File: config.mk
export PLATFORM = sky130hd
export DESIGN_NAME = mem_access
export DESIGN_NICKNAME = d
export VERILOG_FILES = /design/src/rtl/mem_access_pkg.sv /design/src/rtl/mem_access_lsu_align.sv /design/src/rtl/mem_access.sv
export SDC_FILE = /design/constraint.sdc
export NUM_CORES = 1
export LEC_CHECK = 0
export ABC_CLOCK_PERIOD_IN_PS = 2900
export CORE_MARGIN = 3
export CORE_UTILIZATION = 30
export CTS_CLUSTER_DIAMETER = 30
export CTS_CLUSTER_SIZE = 16
export DETAILED_ROUTE_END_ITERATION = 10
export DONT_BUFFER_PORTS = 1
export PLACE_DENSITY = 0.46
export RECOVER_POWER = 25
export SETUP_SLACK_MARGIN = 0.5
export SLEW_MARGIN = 20
export SYNTH_ARGS = -nofsm -noshare
export SYNTH_HDL_FRONTEND = slang
export SYNTH_SLANG_ARGS = --single-unit
File: constraint.sdc
create_clock -name clk -period 2.9 [get_ports clk]
set_clock_uncertainty 0.2 [all_clocks]
set_input_delay 0.435 -clock clk [delete_from_list [all_inputs] [get_ports clk]]
set_output_delay 0.435 -clock clk [all_outputs]
set_load 0.05 [all_outputs]
File: src/rtl/mem_access_pkg.sv
// Shared load/store definitions: funct3 access-size codes, FSM state encoding,
// and the alignment/legality check used when a request is accepted.
package mem_access_pkg;

  localparam logic [2:0] F3_B  = 3'b000;
  localparam logic [2:0] F3_H  = 3'b001;
  localparam logic [2:0] F3_W  = 3'b010;
  localparam logic [2:0] F3_BU = 3'b100;
  localparam logic [2:0] F3_HU = 3'b101;

  typedef enum logic [1:0] {
    S_IDLE = 2'b00,
    S_REQ  = 2'b01,
    S_WAIT = 2'b10,
    S_DONE = 2'b11
  } state_e;

  // Unsigned sizes only exist for loads; a store with BU/HU is rejected.
  function automatic logic access_bad(input logic [2:0] f3, input logic [1:0] a,
                                      input logic is_load);
    case (f3)
      F3_B:    return 1'b0;
      F3_H:    return a[0];
      F3_W:    return a != 2'b00;
      F3_BU:   return !is_load;
      F3_HU:   return !is_load || a[0];
      default: return 1'b1;
    endcase
  endfunction

endpackage

File: src/rtl/mem_access_lsu_align.sv
// Combinational lane steering: byte enables, store-data replication and
// load-lane selection with sign/zero extension.
module lsu_align
  import mem_access_pkg::*;
(
  input  logic [2:0]  funct3,
  input  logic [1:0]  addr_lo,
  input  logic [31:0] st_data,
  input  logic [31:0] ld_data,
  output logic [3:0]  be,
  output logic [31:0] wdata,
  output logic [31:0] ld_ext
);

  logic [7:0]  lane_b;
  logic [15:0] lane_h;

  always_comb begin
    case (addr_lo)
      2'd0:    lane_b = ld_data[7:0];
      2'd1:    lane_b = ld_data[15:8];
      2'd2:    lane_b = ld_data[23:16];
      default: lane_b = ld_data[31:24];
    endcase
    lane_h = addr_lo[1] ? ld_data[31:16] : ld_data[15:0];

    be     = 4'b0000;
    wdata  = st_data;
    ld_ext = ld_data;
    // funct3[2] distinguishes the zero-extending variants
    case (funct3)
      F3_B, F3_BU: begin
        be     = 4'b0001 << addr_lo;
        wdata  = {4{st_data[7:0]}};
        ld_ext = funct3[2] ? {24'b0, lane_b} : {{24{lane_b[7]}}, lane_b};
      end
      F3_H, F3_HU: begin
        be     = addr_lo[1] ? 4'b1100 : 4'b0011;
        wdata  = {2{st_data[15:0]}};
        ld_ext = funct3[2] ? {16'b0, lane_h} : {{16{lane_h[15]}}, lane_h};
      end
      F3_W:    be = 4'b1111;
      default: ;
    endcase
  end

endmodule

File: src/rtl/mem_access.sv
// Memory-access stage: captures one load/store from execute, runs it over a
// req/gnt/rvalid data bus and returns the extended load result.
module mem_access
  import mem_access_pkg::*;
(
  input  logic        clk,
  input  logic        rst_n,
  input  logic        in_valid,
  input  logic        ctrl_memread,
  input  logic        ctrl_memwrite,
  input  logic [2:0]  funct3,
  input  logic [31:0] alu_result,
  input  logic [31:0] rdata2,
  output logic        dbus_req,
  output logic        dbus_we,
  output logic [31:0] dbus_addr,
  output logic [3:0]  dbus_be,
  output logic [31:0] dbus_wdata,
  input  logic        dbus_gnt,
  input  logic        dbus_rvalid,
  input  logic [31:0] dbus_rdata,
  output logic        stall,
  output logic        mem_done,
  output logic [31:0] mem_rdata,
  output logic        mem_misalign
);

  state_e      state_q, state_d;
  logic [31:0] addr_q, addr_d;
  logic [31:0] data_q, data_d;
  logic [31:0] rdata_q, rdata_d;
  logic [2:0]  f3_q, f3_d;
  logic        load_q, load_d;
  logic        bad_q, bad_d;
  logic        mem_op;
  logic [3:0]  be_al;
  logic [31:0] wdata_al;
  logic [31:0] ld_ext;

  assign mem_op = ctrl_memread | ctrl_memwrite;

  lsu_align u_align (
    .funct3  (f3_q),
    .addr_lo (addr_q[1:0]),
    .st_data (data_q),
    .ld_data (dbus_rdata),
    .be      (be_al),
    .wdata   (wdata_al),
    .ld_ext  (ld_ext)
  );

  always_comb begin
    state_d = state_q;
    addr_d  = addr_q;
    data_d  = data_q;
    rdata_d = rdata_q;
    f3_d    = f3_q;
    load_d  = load_q;
    bad_d   = bad_q;
    case (state_q)
      S_IDLE: begin
        if (in_valid && mem_op) begin
          addr_d  = alu_result;
          data_d  = rdata2;
          f3_d    = funct3;
          load_d  = ctrl_memread;
          bad_d   = access_bad(funct3, alu_result[1:0], ctrl_memread);
          // Illegal accesses never touch the bus; they report straight away.
          state_d = bad_d ? S_DONE : S_REQ;
        end
      end
      S_REQ: begin
        if (dbus_gnt) state_d = load_q ? S_WAIT : S_DONE;
      end
      S_WAIT: begin
        if (dbus_rvalid) begin
          rdata_d = ld_ext;
          state_d = S_DONE;
        end
      end
      default: state_d = S_IDLE;
    endcase
  end

  always_ff @(posedge clk or negedge rst_n) begin
    if (!rst_n) begin
      state_q <= S_IDLE;
      addr_q  <= '0;
      data_q  <= '0;
      rdata_q <= '0;
      f3_q    <= '0;
      load_q  <= 1'b0;
      bad_q   <= 1'b0;
    end else begin
      state_q <= state_d;
      addr_q  <= addr_d;
      data_q  <= data_d;
      rdata_q <= rdata_d;
      f3_q    <= f3_d;
      load_q  <= load_d;
      bad_q   <= bad_d;
    end
  end

  assign dbus_req     = (state_q == S_REQ);
  assign dbus_we      = dbus_req && !load_q;
  assign dbus_be      = dbus_req ? be_al : 4'b0000;
  assign dbus_addr    = {addr_q[31:2], 2'b00};
  assign dbus_wdata   = wdata_al;
  // The IDLE term is combinational on inputs, so mask it while reset is held.
  assign stall        = rst_n && (((state_q == S_IDLE) && in_valid && mem_op) ||
                                  (state_q == S_REQ) || (state_q == S_WAIT));
  assign mem_done     = (state_q == S_DONE);
  assign mem_misalign = mem_done && bad_q;
  assign mem_rdata    = rdata_q;

endmodule

==> results.json <==
{
  "outcome": "complete, but fails checks",
  "violations": "hold timing",
  "drv_slew": 0,
  "highest_layer": "met5",
  "slew-limit-headroom": 0.595,
  "crit_path_max_incr_delay_ps": 500,
  "ys_async_sr_fraction": 1.00,
  "grt_pass1_vias": 3868,
  "criticalPathCategory": "flop to output pin",
  "routedWlPerCell_um": 21.0,
  "diodes": 0,
  "path_cells": "nand2b_2 -> a21oi_1 -> nor2b_2 -> buf_12",
  "netlist_area_um2": 5420,
  "drt-total-wl_um": 14600,
  "cp.arrival_ps": 1710,
  "grt_max_degree": 105,
  "synth.distinct_cells": 39,
  "routed-wl-met2_um": 7130,
  "nNetsFinal": 577,
  "clockBufferDepth": 2,
  "vias": 3704,
  "wl_met3_um": 1440,
  "synth_warnings": 0,
  "critPathSlowestCell": "dfrtp_2",
  "antenna_found_initial": 2,
  "worst_hold_slack_ps": -431,
  "area_growth_pct": 9.22,
  "globalRoute.totalOverflow": 0,
  "die_area_um2": 19700,
  "tns_ps": 0,
  "core_area_um2": 17500,
  "dp_hpwl_um": 10200,
  "cts_tree": "done",
  "crit_required_ps": 2270,
  "max-cap-violations": 0,
  "grt_use_total": 0.146,
  "max_freq_mhz": 427,
  "ys.flop_type": "dfrtp_1",
  "globalplace.congestion": 0.776,
  "synth_edf_count": 0,
  "io_pins": 211,
  "drive_gt1_frac": 0.331,
  "drtIter0Drc": 186,
  "num_rows": 48,
  "worstSetupStartpointType": "flop",
  "worst_slew_pin_slew_ps": 605,
  "root_buffer": "clkbuf_16",
  "dieWidth_um": 140,
  "first_pass_iters": 4,
  "clk_pin_slew_ps": 80,
  "synth_area_per_cell_um2": 10.9,
  "remaining_drc_errors": 0,
  "netlist_instances": 496,
  "ant_nets": 0,
  "hold_violations": 103,
  "end_kind": "output pin",
  "holdCritPathClass": "input port to async pin",
  "fin_crit_ps": 2340,
  "h-tree-depth": 3,
  "die_y_um": 140,
  "clock_sinks": 103,
  "routed_via_density": 5.31,
  "setup_viol": 0,
  "crit_family": "simple AND/OR/NAND/NOR gates",
  "cp.buffers_inverters": 1,
  "yosysSeqAreaShare": 0.476,
  "insertion_delay_ps": 350,
  "port_buffers": 0,
  "period_share": 0.807,
  "start_util": 0.310,
  "crit_fanout": 11,
  "ys_seq_elements": 103,
  "grt_setup_unrepaired": "true",
  "m1WireLength_um": 5800,
  "grt_pass1_wl_um": 22600,
  "cts_buffers": 9
}
==> layout by cell type (no fill, tap or decap), types with 2 or more instances in the layout <==
cell,instances
dfrtp_1,98
mux2_2,91
nand2_1,34
nor2_1,31
a21oi_1,24
buf_4,23
a211oi_1,16
nand3b_1,15
o21ai_0,13
mux2i_1,11
o21ai_1,9
a31oi_1,9
clkbuf_16,9
a32oi_1,7
a22oi_1,7
a21o_1,7
nor3_1,6
inv_1,6
dfrtp_2,5
buf_12,5
nor2b_1,4
nor4_1,4
inv_8,3
inv_2,2
o21a_1,2
and2_1,2
ha_4,2
conb_1,2
inv_6,2
buf_6,2
==> sequential cells by signal (all words and copies together), names as in the netlist <==
signal     count
addr_q        32
data_q        32
mem_rdata     32
f3_q           3
state_q        2
bad_q          1
load_q         1
==> cell usage after synthesis, types with 2 or more instances <==
cell      number  area (um2)
clkbuf_1      18        67.6
a211oi_1      16         120
a21oi_1       24         120
o21ai_0       21         105
nor4_1         4        25.0
a32oi_1        7        61.3
o21a_1         3        22.5
inv_1          8        30.0
a31oi_1        9        56.3
a22oi_1        7        52.6
mux2i_1       11         110
nor2b_1        6        37.5
nand3b_1      15         113
buf_4         41         308
and2_1         2        12.5
mux2_2        91        1020
nand2_1       34         128
ha_1           4        50.1
nor3_1         6        30.0
dfrtp_1      103        2580
a21o_1         7        52.6
nor2_1        31         116
nand2b_1       2        12.5
buf_2         11        55.1
==> metal layers <==
| layer | vias up | global-route usage |
|---|---|---|
| met2 | 168 | 0.236 |
| li1 | 1674 | - |
| met4 | 4 | 0.0561 |
| met5 | - | 0 |
| met3 | 19 | 0.0577 |
| met1 | 1839 | 0.175 |
==> final cells by class <==
cell class	count	area (um2)
inverter	8	30.0
timing repair buffer	31	305
clock buffer	10	229
fill	1743	11600
sequential	103	2580
multi-input combinational	314	2420
clock inverter	6	60.1
tap	225	282
==> final timing paths <==
path,startpoint,to,slack [ps],cells after the start
min reg2reg,bad_q,bad_q,280,2
min,rst_n,mem_rdata[19],-430,0
max,f3_q[0],dbus_be[2],560,4
max reg2reg,state_q[0],addr_q[8],690,7
max in group asynchronous,rst_n,data_q[29],2770,0
min in group clk,dbus_rdata[23],mem_rdata[23],20,2
==> stage by stage <==
step	instance area [um2]	setup WS (ps)	std cells	util	hold slack, ps
after floorplan	5420	205	497	-	-60.6
after global placement	5470	322	673	0.313	-57.2
after detailed placement	5470	248	673	0.313	-58.3
after CTS	5840	478	693	0.334	-449
after global routing	5910	469	697	0.338	-452
final	5910	559	697	0.338	-431
==> logic make-up after synthesis <==
family | share of synthesized area
AOI/OAI and AO/OA | 0.123
muxes | 0.210
adders and majority gates | 0.00924
other | 0.000692
buffers and inverters | 0.0887
and+or+nand+nor | 0.0929
DFF | 0.476
==> timing repair <==
item | 4_1_cts | 5_1_grt
gates resized for setup | 13 | 7
setup buffers | 3 | 3
hold endpoints to repair | 103 | 104
endpoints found under the setup margin | 70 | 14
pin swaps | 1 | 2
gates cloned | 1 | 0
Power is left out: the tool's default activity adds up to more than one toggle a clock period on the data nets, which glitch-free logic cannot reach.
==> RTL change, RTL diff (config.mk and constraints unchanged) <==
Encoding of `state_e`: now Gray code (2 bits for 4 states).
--- a/src/rtl/mem_access_pkg.sv
+++ b/src/rtl/mem_access_pkg.sv
@@ -11,8 +11,8 @@
   typedef enum logic [1:0] {
     S_IDLE = 2'b00,
     S_REQ  = 2'b01,
-    S_WAIT = 2'b10,
-    S_DONE = 2'b11
+    S_WAIT = 2'b11,
+    S_DONE = 2'b10
   } state_e;
 
   // Unsigned sizes only exist for loads; a store with BU/HU is rejected.
Behaviour: same outputs for any inputs over 4 cycles, from zero or initial values and one cycle with rst_n low; so few cycles prove little.
==> RTL change against the original RTL <==
  * The flow still finishes with violations (hold timing)
  * Register-to-register slack worse by 0.06 ns
  * Die area down 1.1%
  * Fmax fell by 1.2%
  * Design area shrank 1.4%
  * Area after synthesis down 1.2%
  * Sequential share of layout area up 0.54 points
  * Sequential cell count did not move
  * Setup slack got worse by 0.028 ns
  * Count of clock-buffer cells in the layout rose by 5
  * Cell count decreased by 1.3%
  * Wire length fell by 3.0%
  * Critical endpoint is now dbus_be[3]
Power is left out: the tool's default activity adds up to more than one toggle a clock period on the data nets, which glitch-free logic cannot reach.
==> RTL change: results (changes against the original RTL) <==
* Arrival @ worst endpoint at 1.73 ns (was 1.71 ns)
* Slew HR at 53.8% (was 59.5%)
* DRT Pass-1 Iters at 5 (was 4)
* Critical-path top delay cell: dfrtp_2 (unchanged)
* Clock Pin Slew Worst Setup and Hold Paths at 0.07 ns
* Main flop type after synthesis: dfrtp_1 (unchanged)
* CP peak stage delay at 0.41 ns (was 0.50 ns)
* Top post-synthesis cells by area: dfrtp_1 (48%), mux2_2 (16%), buf_4 (5.9%) (was dfrtp_1 (48%), mux2_2 (19%), buf_4 (5.7%))
* Status: complete, but fails checks (unchanged)
* Failing checks: hold timing (unchanged)
* Setup WS pre-CTS at 0.581 ns (was 0.248 ns)
* Global routing usage on met2 at 21.6% (was 23.6%)
* Global-route wire length before repair at 22000 um (was 22600 um)
* Grt met1 use at 17.9% (was 17.5%)
* H-tree depth at 3 (unchanged)
* Share of cells above drive strength 1 at 31.7% (was 33.1%)
* Via count at 3526 (was 3704)
* Fillcell total at 1722 (was 1743)
* Period minus WS final at 2.37 ns (was 2.34 ns)
* Post-DP Area at 0.00539 sq mm (was 0.00547 sq mm)
* NumNets Final at 564 (was 577)
* Setup crit start: f3_q[1] (was f3_q[0])
* CP max FO at 20 (was 11)
* Worst Setup EP: dbus_be[3] (was dbus_be[2])
* Detail Route met2 WL at 6400 um (was 7130 um)
* Final hold violations at 103 (unchanged)
* Port Buffers at 0 (unchanged)
* Worst reg2reg endpoint: mem_rdata[29] (was addr_q[8])
* Ys async rst share at 100% (unchanged)
* Yosys warnings at 0 (unchanged)
* R2r worst-path depth at 5 (was 7)
* Layout area overhead at 9.05% (was 9.22%)
* GRT Overall Usage at 14.4% (was 14.6%)
* Antenna violations before repair at 1 (was 2)
* Root Buffer: clkbuf_16 (unchanged)
* Ant diodes at 0 (unchanged)
* Seq/Total Area, Yosys at 48.2% (was 47.6%)
* RR Startpoint: addr_q[1] (was state_q[0])
* CTS Buf Count at 9 (unchanged)
* WHS at -0.422 ns (was -0.431 ns)
* Iter 0 DRT Violations at 147 (was 186)
* Vias in the first global route at 3649 (was 3868)
* CTS Buffer Depth at 2 (unchanged)
* Post-synthesis cell type count at 39 (unchanged)
* CP bufs+invs at 3 (was 1)
* Hpwl dp at 10400 um (was 10200 um)
* Top post-synthesis cells by count: dfrtp_1 (103), mux2_2 (77), nand2_1 (60), buf_4 (42), o21ai_0 (28) (was dfrtp_1 (103), mux2_2 (91), buf_4 (41), nand2_1 (34), nor2_1 (31))
* Met1 wire length at 5810 um (was 5800 um)
* Setup slack, reg-to-reg at 0.63 ns (was 0.69 ns)
* Hold_buf cts at 1
* GR Util met3 at 7.32% (was 5.77%)
* Gp weighted congestion at 0.786 (was 0.776)
* DRT Wirelength at 14200 um (was 14600 um)
* Delay-heaviest family, CP: flip-flops (was simple AND/OR/NAND/NOR gates)
* Top routing layer in use: met5 (unchanged)
* Final slew viol count at 0 (unchanged)
* Class of the worst hold path: in -> async (unchanged)
* Clk_lat worst skew at 0.35 ns (about the same)
* Routed wl met3 at 1740 um (was 1440 um)
RTL change: what timing repair did:
action,in CTS,in global routing
endpoints found under the setup margin,12,22
resized for setup,2,11
buffers inserted,1,7
pin swaps,0,1
hold endpoints to repair,104,103
RTL change: cell families after synthesis:
kind of cell / share of synthesized area, %
other: 0.0701
AOI/OAI and AO/OA: 11.6
DFF: 48.2
and+or+nand+nor: 9.45
muxes: 20.8
buffers and inverters: 9.87
RTL change: through the flow:
stage	hold slack, ns	cells
6_report	-0.422	688
4_1_cts	-0.446	681
3_5_place_dp	-0.0576	663
3_3_place_gp	-0.0572	663
5_1_grt	-0.447	688
2_1_floorplan	-0.0606	483
RTL change: cell type report:
class / instances / share of cell area [%]
flip-flops and latches: 103 / 44.2
multi-input cells: 302 / 39.3
repair buffers: 36 / 5.88
clock buffers: 15 / 5.28
well taps: 225 / 4.83
inverters: 6 / 0.386
clock inverters: 1 / 0.129
